$ cat src/rtl/uart_tx.sv
// UART serial transmitter: one byte per valid/ready handshake, framed as
// start bit, data LSB-first, optional parity, then STOP_BITS stop bits.
// Bit timing comes from a fixed integer clock divisor (CLK_DIV clk cycles per bit).
// Optional feature macro: UART_TX_PARITY_EN adds a parity bit after the data
// bits (PARITY_ODD selects odd parity). Without it the frame has no parity bit.
module uart_tx #(
  parameter int unsigned CLK_DIV    = 16,
  parameter int unsigned DATA_BITS  = 8,
  parameter int unsigned STOP_BITS  = 1,
  parameter int unsigned PARITY_ODD = 0
) (
  input  logic                 clk,
  input  logic                 rst_n,
  input  logic [DATA_BITS-1:0] tx_data,
  input  logic                 tx_valid,
  output logic                 tx_ready,
  output logic                 tx,
  output logic                 busy
);

  localparam int unsigned CNT_W = (CLK_DIV > 1) ? $clog2(CLK_DIV) : 1;
  localparam int unsigned IDX_W = $clog2(DATA_BITS);

  localparam logic [CNT_W-1:0] CNT_LAST  = CNT_W'(CLK_DIV - 1);
  localparam logic [IDX_W-1:0] DATA_LAST = IDX_W'(DATA_BITS - 1);
  localparam logic [IDX_W-1:0] STOP_LAST = IDX_W'(STOP_BITS - 1);

  typedef enum logic [2:0] {
    S_IDLE   = 3'd0,
    S_START  = 3'd1,
    S_DATA   = 3'd2,
`ifdef UART_TX_PARITY_EN
    S_PARITY = 3'd3,
`endif
    S_STOP   = 3'd4
  } state_t;

  state_t               r_state;
  logic [CNT_W-1:0]     r_baud_cnt;
  logic [IDX_W-1:0]     r_bit_idx;
  logic [DATA_BITS-1:0] r_shift;
  logic                 r_tx;
  logic                 r_ready;
  logic                 r_busy;
  logic                 w_bit_end;

`ifdef UART_TX_PARITY_EN
  logic r_parity;
  logic w_parity_next;

  // Parity of the byte being accepted, folded with the configured sense.
  assign w_parity_next = (^tx_data) ^ 1'(PARITY_ODD);
`else
  logic w_unused_parity_odd;

  // Parity sense has no effect when the parity bit is not compiled in.
  assign w_unused_parity_odd = 1'(PARITY_ODD);
`endif

  // Last clk cycle of the current serial bit.
  assign w_bit_end = (r_baud_cnt == CNT_LAST);

  assign tx       = r_tx;
  assign tx_ready = r_ready;
  assign busy     = r_busy;

  // Frame sequencer: state, baud timing, shifting and the registered line outputs.
  always_ff @(posedge clk or negedge rst_n) begin
    if (!rst_n) begin
      r_state    <= S_IDLE;
      r_baud_cnt <= '0;
      r_bit_idx  <= '0;
      r_shift    <= '0;
      r_tx       <= 1'b1;
      r_ready    <= 1'b1;
      r_busy     <= 1'b0;
`ifdef UART_TX_PARITY_EN
      r_parity   <= 1'b0;
`endif
    end else begin
      case (r_state)
        S_IDLE: begin
          // tx_ready is high exactly while idle, so tx_valid alone is the handshake here.
          if (tx_valid) begin
            r_state    <= S_START;
            r_baud_cnt <= '0;
            r_bit_idx  <= '0;
            r_shift    <= tx_data;
            r_tx       <= 1'b0;
            r_ready    <= 1'b0;
            r_busy     <= 1'b1;
`ifdef UART_TX_PARITY_EN
            r_parity   <= w_parity_next;
`endif
          end
        end

        S_START: begin
          if (w_bit_end) begin
            r_state    <= S_DATA;
            r_baud_cnt <= '0;
            r_tx       <= r_shift[0];
          end else begin
            r_baud_cnt <= r_baud_cnt + CNT_W'(1);
          end
        end

        S_DATA: begin
          if (w_bit_end) begin
            r_baud_cnt <= '0;
            r_shift    <= {1'b0, r_shift[DATA_BITS-1:1]};
            if (r_bit_idx == DATA_LAST) begin
              r_bit_idx <= '0;
`ifdef UART_TX_PARITY_EN
              r_state   <= S_PARITY;
              r_tx      <= r_parity;
`else
              r_state   <= S_STOP;
              r_tx      <= 1'b1;
`endif
            end else begin
              r_bit_idx <= r_bit_idx + IDX_W'(1);
              r_tx      <= r_shift[1];
            end
          end else begin
            r_baud_cnt <= r_baud_cnt + CNT_W'(1);
          end
        end

`ifdef UART_TX_PARITY_EN
        S_PARITY: begin
          if (w_bit_end) begin
            r_state    <= S_STOP;
            r_baud_cnt <= '0;
            r_tx       <= 1'b1;
          end else begin
            r_baud_cnt <= r_baud_cnt + CNT_W'(1);
          end
        end
`endif

        S_STOP: begin
          // Bit index is reused to count stop bits.
          if (w_bit_end) begin
            r_baud_cnt <= '0;
            if (r_bit_idx == STOP_LAST) begin
              r_bit_idx <= '0;
              r_state   <= S_IDLE;
              r_tx      <= 1'b1;
              r_ready   <= 1'b1;
              r_busy    <= 1'b0;
            end else begin
              r_bit_idx <= r_bit_idx + IDX_W'(1);
            end
          end else begin
            r_baud_cnt <= r_baud_cnt + CNT_W'(1);
          end
        end

        default: begin
          r_state    <= S_IDLE;
          r_baud_cnt <= '0;
          r_bit_idx  <= '0;
          r_tx       <= 1'b1;
          r_ready    <= 1'b1;
          r_busy     <= 1'b0;
        end
      endcase
    end
  end

endmodule

$ cat config.mk
export PLATFORM = sky130hd
export DESIGN_NAME = uart_tx
export DESIGN_NICKNAME = d
export VERILOG_FILES = /design/src/rtl/uart_tx.sv
export SDC_FILE = /design/constraint.sdc
export NUM_CORES = 1
export LEC_CHECK = 0
export ABC_CLOCK_PERIOD_IN_PS = 1550
export CORE_MARGIN = 2
export CORE_UTILIZATION = 52
export CTS_BUF_LIST = sky130_fd_sc_hd__clkbuf_8
export DETAILED_ROUTE_END_ITERATION = 8
export PLACE_DENSITY = 0.87
export REMOVE_ABC_BUFFERS = 1
export SETUP_SLACK_MARGIN = 0.15
export SYNTH_ARGS = -nofsm -noshare
export SYNTH_HDL_FRONTEND = slang
export SYNTH_SLANG_ARGS = --single-unit
$ cat constraint.sdc
create_clock -name clk -period 1.55 [get_ports clk]
set_input_delay 0.31 -clock clk [delete_from_list [all_inputs] [get_ports clk]]
set_output_delay 0.31 -clock clk [all_outputs]
set_load 0.05 [all_outputs]
==> results of run 1 <==
## registers in the layout, indices dropped and copies added, names as in the netlist
register    count
tx              1
tx_ready        1
r_baud_cnt      4
r_shift         8
busy            1
r_bit_idx       3
r_state         3
## final cells by class
cell class | instances | area (um^2) | share of cell area
clock buffers | 3 | 41.3 | 0.0239
well taps | 30 | 37.5 | 0.0218
repair buffers | 35 | 338 | 0.196
multi-input cells | 98 | 751 | 0.435
flip-flops and latches | 21 | 529 | 0.307
clock inverters | 1 | 5.00 | 0.00290
inverters | 6 | 22.5 | 0.0131
## worst register-to-register path: stages (launching register included)
cell and delay, ns:
dfrtp_1 0.48, or3b_1 0.39, buf_4 0.20, o21ai_4 0.10, nand2_1 0.11, o21ai_2 0.12
## layout by cell type, fill, tap and decap left out, drive strengths merged, types with 2 or more instances in the layout
master,count
nor2b,4
inv,6
buf,25
dfstp,2
nor2,12
ha,4
a211oi,2
xnor2,2
o21ai,8
mux2i,6
a21o,2
nor4,2
dfrtp,19
nand3b,2
nand3,2
a22o,2
nor3,5
clkdlybuf4s50,10
clkbuf,3
nand4,2
nand2b,3
a2111oi,3
or2,3
a21oi,14
nand2,8
## power by group
| part | switching [mW] | internal, mW | total, mW | leakage, nW |
|---|---|---|---|---|
| logic | 0.643 | 0.686 | 1.33 | 0.494 |
| registers | 0.213 | 0.781 | 0.994 | 0.250 |
| clock network | 0.175 | 0.179 | 0.354 | 0.0255 |
| total | 1.03 | 1.65 | 2.68 | 0.769 |
## stage by stage
stage | TNS (ns) | setup WS, ns | util | hold WS (ns)
floorplan | -0.567 | -0.0630 | - | 0.0144
global placement | -0.0630 | -0.0630 | 0.644 | 0.508
detailed placement | -0.504 | -0.149 | 0.644 | 0.516
CTS | 0 | 0.0757 | 0.691 | 0.405
global route | 0 | 0.00619 | 0.709 | 0.434
finish | 0 | 0.0877 | 0.709 | 0.395
## repair_timing
item | CTS | global route
gates resized for setup | 10 | 9
buffers inserted | 5 | 1
pin swaps | 4 | 4
setup endpoints to repair | 17 | 19
## logic make-up (layout without fill, tap and decap cells)
group,Yosys count,after routing
compound gates,39,39
xor+xnor,3,3
fa+ha+maj,4,4
buf+inv,15,45
flops,21,21
mux,6,6
simple gates,46,46
## how the worst max path moves through the flow
stage / slack (ns) / to / cells past startpoint / start
floorplan: -0.06 / r_shift[0] / 3 / r_state[1]
global placement: -0.06 / r_bit_idx[0] / 5 / tx_valid
detailed placement: -0.15 / r_bit_idx[0] / 5 / tx_valid
CTS: 0.08 / r_bit_idx[0] / 5 / r_baud_cnt[1]
global route: 0.006 / r_bit_idx[0] / 5 / r_baud_cnt[1]
finish: 0.09 / r_baud_cnt[0] / 5 / r_state[2]
## routing by layer
metal	vias to the layer above	wire, um	GRT usage
met2	19	1500	0.396
met3	0	72	0.0306
met4	0	0	0.0792
met5	-	0	0
li1	537	-	-
met1	523	1210	0.260
==> metrics.yaml, run 1 <==
final_layout:
  diodes: 0
  area_growth_pct: 31.9
  fill_cells: 188
  final_cell_area_um2: 1720
  final_nets: 180
  drive_gt1_frac: 0.335
  layout.cells.non_filler: 194
synth:
  synth.cell_area_um2: 1310
  synth_top_family_by_area: "compound AO/OA/AOI/OAI gates"
  synth_top_area_cell: "dfrtp_1"
  synth_area_leaders: "dfrtp_1 36%, a21oi_1 4.6%, mux2i_1 4.6%"
  synth_edf_count: 0
  synth-xor-area-share: 0.0201
  synth_ff_type: "dfrtp_1"
  yosysTopAreaCellShare: 0.364
  synth_compound_area_frac: 0.234
  synth_mux_area_frac: 0.0459
  synthCells: 134
  ys_seq_area_frac: 0.404
  synth_seq_cells: 21
  avgSynthCellArea_um2: 9.76
  synth_most_common_cell: "dfrtp_1"
  synthArstFlopShare: 1.00
  ys_warn_count: 0
  synth_simple_gate_area_frac: 0.185
  ys_types: 44
  netlist_top_cells_count: "19 x dfrtp_1, 12 x a21oi_1, 11 x nor2_1"
  synthAdderAreaFrac: 0.0383
floorplan:
  ios: 14
  dieArea_um2: 2930
  core_area_um2: 2430
  die_w_um: 54.1
  placementRows: 18
  die_h_um: 54.1
  start_util: 0.538
worst_setup_path:
  path_class: "flop to flop"
  worst-endpoint-required_ns: 1.74
  crit_arrival_ns: 1.65
  path_delay_family: "simple AND/OR/NAND/NOR gates"
  crit_buf_inv: 1
  r2r_slack_ns: 0.09
  end_kind: "flop"
  reg2reg_depth: 5
  slowest_stage: "dfrtp_1"
  path_max_fanout: 10
  cp_cell_sequence: "or3b_1, buf_4, o21ai_4, nand2_1, o21ai_2"
  startpoint_type: "flop"
  critPathMaxStageDelay_ns: 0.48
  r2r-end: "r_baud_cnt[0]"
  reg2reg_from: "r_state[2]"
timing:
  min_period_over_period: 0.943
  skew_ns: 0.00230
  fmax_ghz: 0.684
  drv_slew: 0
  rsz0062_at_grt: "true"
  tightest_slew_ns: 0.327
  slew_headroom: 0.780
  hold_viol: 0
  finalSetupViolations: 0
  period_needed_ns: 1.46
clock_network:
  htreeDepth: 1
  clkLatencyLatePin_ns: 0.26
  numClockSinks: 21
  cts_tree: "yes"
  clock_path_buffers: 2
  hold_buffers: 0
  numCtsBuffers: 3
  path_clk_slew_ns: 0.08
  root_buffer: "clkbuf_8"
drt:
  vias: 1079
  dr.pass1.iters: 4
  drc: 0
  antenna_left: 0
  viasPerCell: 5.56
  avgRoutedWirePerCell_um: 14.4
  wl_um: 2790
  drt_iter0_markers: 10
place:
  portBuffers: 13
  post_dp_cell_area_um2: 1570
  gp_congestion: 0.815
  place_inst: 184
  dp_hpwl_um: 2010
job:
  cap_violations: 0
global_routing:
  grt_pass1_wl_um: 4580
  antenna_found_initial: 0
  grt_pass1_vias: 1053
  track_usage: 0.218
  gr-total-overflow: 0
  grt_max_degree: 22
pwr:
  power.leakage_nw: 0.769
  finalPower_mw: 2.68
  peakVddDrop_mv: 1.24
  power_density_nw_per_um2: 1550
min_path:
  hp-class: "input pin to asynchronous set/reset pin"
run_status:
  outcome: "complete, no violations"
No activity file was read; power rests on OpenSTA's default activity.
==> run 2: changes to the inputs <==
Settings changed: ABC_CLOCK_PERIOD_IN_PS 1550 to 1700, CORE_UTILIZATION 52 to 55, PLACE_DENSITY 0.87 to 0.88.
Clock period 1.55 ns to 1.7 ns, I/O delays scaled along.
==> metrics.yaml, run 2 (synthesized netlist as in run 1, its figures left out) <==
floorplan:
  core_area_um2: 2230  # -8.2%
  die_h_um: 52.8  # -2.6%
  ios: 14  # unchanged
  start_util: 0.585  # +0.0479
  die_w_um: 52.8  # -2.6%
  dieArea_um2: 2780  # -5.1%
  placementRows: 17  # -1
place:
  dp_hpwl_um: 1860  # -7.4%
  post_dp_cell_area_um2: 1480  # -5.6%
  gp_congestion: 0.822  # +0.82%
  portBuffers: 13  # unchanged
timing:
  fmax_ghz: 0.665  # -2.7%
  tightest_slew_ns: 0.323  # -0.00388 ns
  hold_viol: 0  # unchanged
  finalSetupViolations: 0  # unchanged
  min_period_over_period: 0.884  # -0.0595
  drv_slew: 0  # unchanged
  skew_ns: 0.00577  # +0.00347 ns
  period_needed_ns: 1.50  # +0.0404 ns
  slew_headroom: 0.784  # +0.00374
  finalSetupTns_ns: 0  # unchanged
  rsz0062_at_grt: "true"
final_layout:
  final_common_cell: "dfrtp_1"
  area_growth_pct: 23.9
  final_cell_area_um2: 1620  # -6.0%
  top_regs: "r_shift: 8 flops, r_baud_cnt: 4 flops"
  drive_gt1_frac: 0.279  # -0.0561
  final_nets: 170  # -5.6%
  top_register: "r_shift"
  diodes: 0  # unchanged
  post-route-util: 0.725  # +0.0166
  final_cell_mix: "16 x dfrtp_1, 12 x a21oi_1, 12 x buf_4"
  largest_reg_flops: 8  # unchanged
worst_setup_path:
  worst-endpoint-required_ns: 1.90  # +0.16 ns
  cp-endpoint: "tx"
  reg2reg_depth: 6  # +1
  cp_cell_sequence: "inv_1, ha_1, nor2b_1, a2111oi_2, o21ai_1, o31a_1"
  reg2reg_from: "r_bit_idx[0]"
  slowest_stage: "dfrtp_1"
  end_kind: "flop"
  path_depth: 6  # +1
  crit_path_start: "r_bit_idx[0]"
  startpoint_type: "flop"
  path_max_fanout: 4  # -6
  path_class: "flop to flop"
  r2r-end: "tx"
  crit_buf_inv: 1  # unchanged
  critPathMaxStageDelay_ns: 0.42  # -0.06 ns
  r2r_slack_ns: 0.20  # +0.11 ns
  crit_arrival_ns: 1.70  # +0.05 ns
  path_delay_family: "compound AO/OA/AOI/OAI gates"
global_routing:
  antenna_found_initial: 0  # unchanged
  gr-total-overflow: 0  # unchanged
  grt_pass1_vias: 1034  # -1.8%
  grt_max_degree: 22  # unchanged
  track_usage: 0.215  # -0.00314
  grt_pass1_wl_um: 4380  # -4.4%
run_status:
  outcome: "complete, no violations"
drt:
  dr.pass1.iters: 5  # +1
  vias: 1066  # -1.2%
  drc: 0  # unchanged
  avgRoutedWirePerCell_um: 15.3  # +6.4%
  wl_um: 2780  # -0.18%
  viasPerCell: 5.86  # +5.3%
  drt_iter0_markers: 19  # +9
  antenna_left: 0  # unchanged
pwr:
  power_density_nw_per_um2: 1430  # -8.1%
  power.leakage_nw: 0.706  # -8.3%
  peakVddDrop_mv: 1.18  # -4.8%
clock_network:
  numCtsBuffers: 3  # unchanged
  clkLatencyLatePin_ns: 0.26  # about the same
  cts_tree: "yes"
  root_buffer: "clkbuf_8"
  clock_path_buffers: 2  # unchanged
  path_clk_slew_ns: 0.08  # about the same
  htreeDepth: 1  # unchanged
  numClockSinks: 21  # unchanged
job:
  cap_violations: 0  # unchanged
min_path:
  hp-class: "input pin to asynchronous set/reset pin"
[run 2: cell count changes in the layout (fill, tap and decap cells not counted), moves of 2 or more]
cell     before  now
nand2_1       6    8
nand2_2       2    0
buf_4        21   12
ha_1          0    2
dfrtp_2       1    3
dfrtp_1      18   16
[run 2: worst register-to-register path, stage by stage (launching register included)]
cell and delay [ns]:
dfrtp_1 0.42, inv_1 0.06, ha_1 0.21, nor2b_1 0.17, a2111oi_2 0.35, o21ai_1 0.12, o31a_1 0.11
[run 2: worst min path at each step]
stage | start | to | slack [ns] | cells past startpoint
2_1_floorplan | rst_n | busy | 0.04 | 0
3_3_place_gp | r_baud_cnt[0] | r_baud_cnt[0] | 0.49 | 1
3_5_place_dp | r_baud_cnt[0] | r_baud_cnt[0] | 0.51 | 1
4_1_cts | rst_n | busy | 0.43 | 2
5_1_grt | rst_n | r_state[0] | 0.45 | 2
6_report | rst_n | r_state[0] | 0.43 | 2
[run 2: repair_timing]
item                       CTS  global route
buffers inserted             2             2
resized for setup            5            11
hold buffers                 0             0
setup endpoints to repair   10            13
pin swaps                    2             2
[run 2: final cells by class]
| type | count | area, um^2 |
|---|---|---|
| clock buffer | 3 | 41.3 |
| multi-input combinational | 98 | 736 |
| fill | 170 | 613 |
| timing repair buffer | 25 | 250 |
| inverter | 6 | 22.5 |
| clock inverter | 1 | 3.75 |
| tap | 28 | 35.0 |
| sequential | 21 | 532 |
[run 2: metal layers]
layer  vias up  GRT usage  share of wire
met1       524      0.264           0.45
met3         2     0.0257          0.027
met2        21      0.383           0.51
li1        519          -              -
met5         -          0              0
met4         0     0.0769         0.0083
[run 2: metrics by stage]
step	power, mW	hold WS, ns	cells	worst slack (ns)
after floorplan	1.54	0.0444	125	0.0870
after global placement	1.82	0.488	174	0.0623
after detailed placement	1.88	0.505	174	-0.0485
after CTS	2.25	0.435	180	0.151
after global routing	2.46	0.449	182	0.132
final	2.31	0.426	182	0.197
[run 2: where the power goes]
part	switching (mW)	internal (mW)
logic	0.560	0.521
registers	0.197	0.713
clock network	0.160	0.161
==> run 3: changes to the inputs <==
Settings changed: GPL_TIMING_DRIVEN from default to 0.
==> metrics.yaml, run 3 (synthesized netlist as in run 1, its figures left out) <==
run_status:
  outcome: "complete, no violations"
pwr:
  finalPower_mw: 2.16  # -6.7%
  peakVddDrop_mv: 1.39  # +17%
  power_density_nw_per_um2: 1420  # -0.44%
  power.leakage_nw: 0.652  # -7.5%
drt:
  dr.pass1.iters: 6  # +1
  wl_um: 2530  # -9.2%
  viasPerCell: 5.92  # +1.0%
  wl_met2_um: 1280  # -10%
  vias: 1018  # -4.5%
  drt_iter0_markers: 25  # +6
  wl_met1_um: 1120  # -11%
  top_layer_used: "met4"
  met3_length_um: 86  # +15%
  avgRoutedWirePerCell_um: 14.7  # -4.0%
  antenna_left: 0  # unchanged
  drc: 0  # unchanged
final_layout:
  post-route-util: 0.680  # -0.0459
  final_nets: 160  # -5.9%
  area_growth_pct: 16.1
  diodes: 0  # unchanged
  final_common_cell: "dfrtp_1"
  drive_gt1_frac: 0.194  # -0.0848
  final_cell_area_um2: 1520  # -6.3%
  top_regs: "r_shift: 8 flops, r_baud_cnt: 4 flops"
  top_register: "r_shift"
  final_cell_mix: "16 x dfrtp_1, 12 x a21oi_1, 11 x nor2_1"
  largest_reg_flops: 8  # unchanged
floorplan:
  core_area_um2: 2230  # unchanged
  ios: 14  # unchanged
  placementRows: 17  # unchanged
  die_w_um: 52.8  # unchanged
  die_h_um: 52.8  # unchanged
  start_util: 0.585  # unchanged
  dieArea_um2: 2780  # unchanged
worst_setup_path:
  critPathMaxStageDelay_ns: 0.49  # +0.07 ns
  end_kind: "flop"
  cp-endpoint: "tx"
  crit_buf_inv: 1  # unchanged
  worst-endpoint-required_ns: 1.89  # about the same
  cp_cell_sequence: "inv_1, ha_1, nor2b_1, a2111oi_1, o21ai_1, o31a_1"
  reg2reg_from: "r_bit_idx[0]"
  r2r_slack_ns: 0.02  # -0.18 ns
  slowest_stage: "a2111oi_1"
  path_max_fanout: 4  # unchanged
  path_class: "flop to flop"
  crit_path_start: "r_bit_idx[0]"
  path_delay_family: "compound AO/OA/AOI/OAI gates"
  startpoint_type: "flop"
  r2r-end: "tx"
  crit_arrival_ns: 1.87  # +0.17 ns
  path_depth: 6  # unchanged
  reg2reg_depth: 6  # unchanged
timing:
  hold_viol: 0  # unchanged
  min_period_over_period: 0.990  # +0.106
  period_needed_ns: 1.68  # +0.180 ns
  skew_ns: 0.00269  # -0.00308 ns
  slew_headroom: 0.354  # -0.430
  fmax_ghz: 0.594  # -11%
  tightest_slew_ns: 0.966  # +0.642 ns
  drv_slew: 0  # unchanged
  finalSetupViolations: 0  # unchanged
  fin_hold_ws_ns: 0.535  # +0.109 ns
  rsz0062_at_grt: "true"
  finalSetupTns_ns: 0  # unchanged
global_routing:
  track_usage: 0.212  # -0.00358
  grt_max_degree: 23  # +4.5%
  antenna_found_initial: 0  # unchanged
  grt_pass1_wl_um: 4250  # -3.0%
  gr-total-overflow: 0  # unchanged
  grt_pass1_vias: 962  # -7.0%
clock_network:
  numClockSinks: 21  # unchanged
  clock_path_buffers: 2  # unchanged
  clkLatencyLatePin_ns: 0.26  # about the same
  htreeDepth: 1  # unchanged
  cts_tree: "yes"
  root_buffer: "clkbuf_8"
  path_clk_slew_ns: 0.07  # about the same
  numCtsBuffers: 3  # unchanged
min_path:
  hp-class: "flop to flop"
job:
  cap_violations: 0  # unchanged
place:
  portBuffers: 13  # unchanged
  gp_congestion: 0.803  # -2.3%
  dp_hpwl_um: 1710  # -8.1%
  post_dp_cell_area_um2: 1400  # -5.3%
-- run 3: cell types whose count changed in the layout (fill, tap and decap cells not counted), sizes merged --
cell,before,now
dlygate4sd2,0,1
buf,15,2
clkdlybuf4s15,0,1
clkbuf,3,4
-- run 3: worst register-to-register path, cell delays in order, from the launching register on --
cell and delay, ns:
dfrtp_1 0.41, inv_1 0.06, ha_1 0.22, nor2b_1 0.16
a2111oi_1 0.49, o21ai_1 0.15, o31a_1 0.13
-- run 3: routing by layer --
layer  track usage  up-vias
met1         0.267      489
met3        0.0371        6
met5             0        -
met2         0.352       25
li1              -      498
met4        0.0940        0
-- run 3: per-stage QoR --
step           std cells  setup slack, ns
2_1_floorplan        125           0.0870
3_3_place_gp         166          -0.0709
3_5_place_dp         166           -0.139
4_1_cts              171           0.0152
5_1_grt              172          -0.0581
6_report             172           0.0170
-- run 3: timing repair --
item / 4_1_cts / 5_1_grt
setup endpoints to repair: 20 / 16
resized for setup: 11 / 8
hold buffers: 0 / 0
setup buffers: 1 / 1
pin swaps: 0 / 1
-- run 3: area by class of cell --
type / count / area (um^2)
Timing Repair Buffer: 15 / 165
Inverter: 6 / 22.5
Multi-Input combinational cell: 98 / 716
Clock inverter: 1 / 3.75
Tap cell: 28 / 35.0
Fill cell: 191 / 716
Clock buffer: 3 / 41.3
Sequential cell: 21 / 534
-- run 3: where the power goes --
group	switching, mW	leakage (nW)	total (mW)	internal, mW
Sequential	0.243	0.247	0.954	0.711
Clock	0.156	0.0269	0.317	0.161
Combinational	0.476	0.379	0.885	0.409
-- run 3: worst min path at each step --
stage | startpoint | endpoint | slack [ns] | cells after the start
3_3_place_gp | r_baud_cnt[0] | r_baud_cnt[0] | 0.49 | 1
2_1_floorplan | rst_n | busy | 0.04 | 0
5_1_grt | r_bit_idx[0] | r_bit_idx[0] | 0.56 | 1
6_report | r_shift[4] | r_shift[4] | 0.54 | 2
4_1_cts | r_baud_cnt[0] | r_baud_cnt[0] | 0.51 | 1
3_5_place_dp | r_baud_cnt[0] | r_baud_cnt[0] | 0.49 | 1
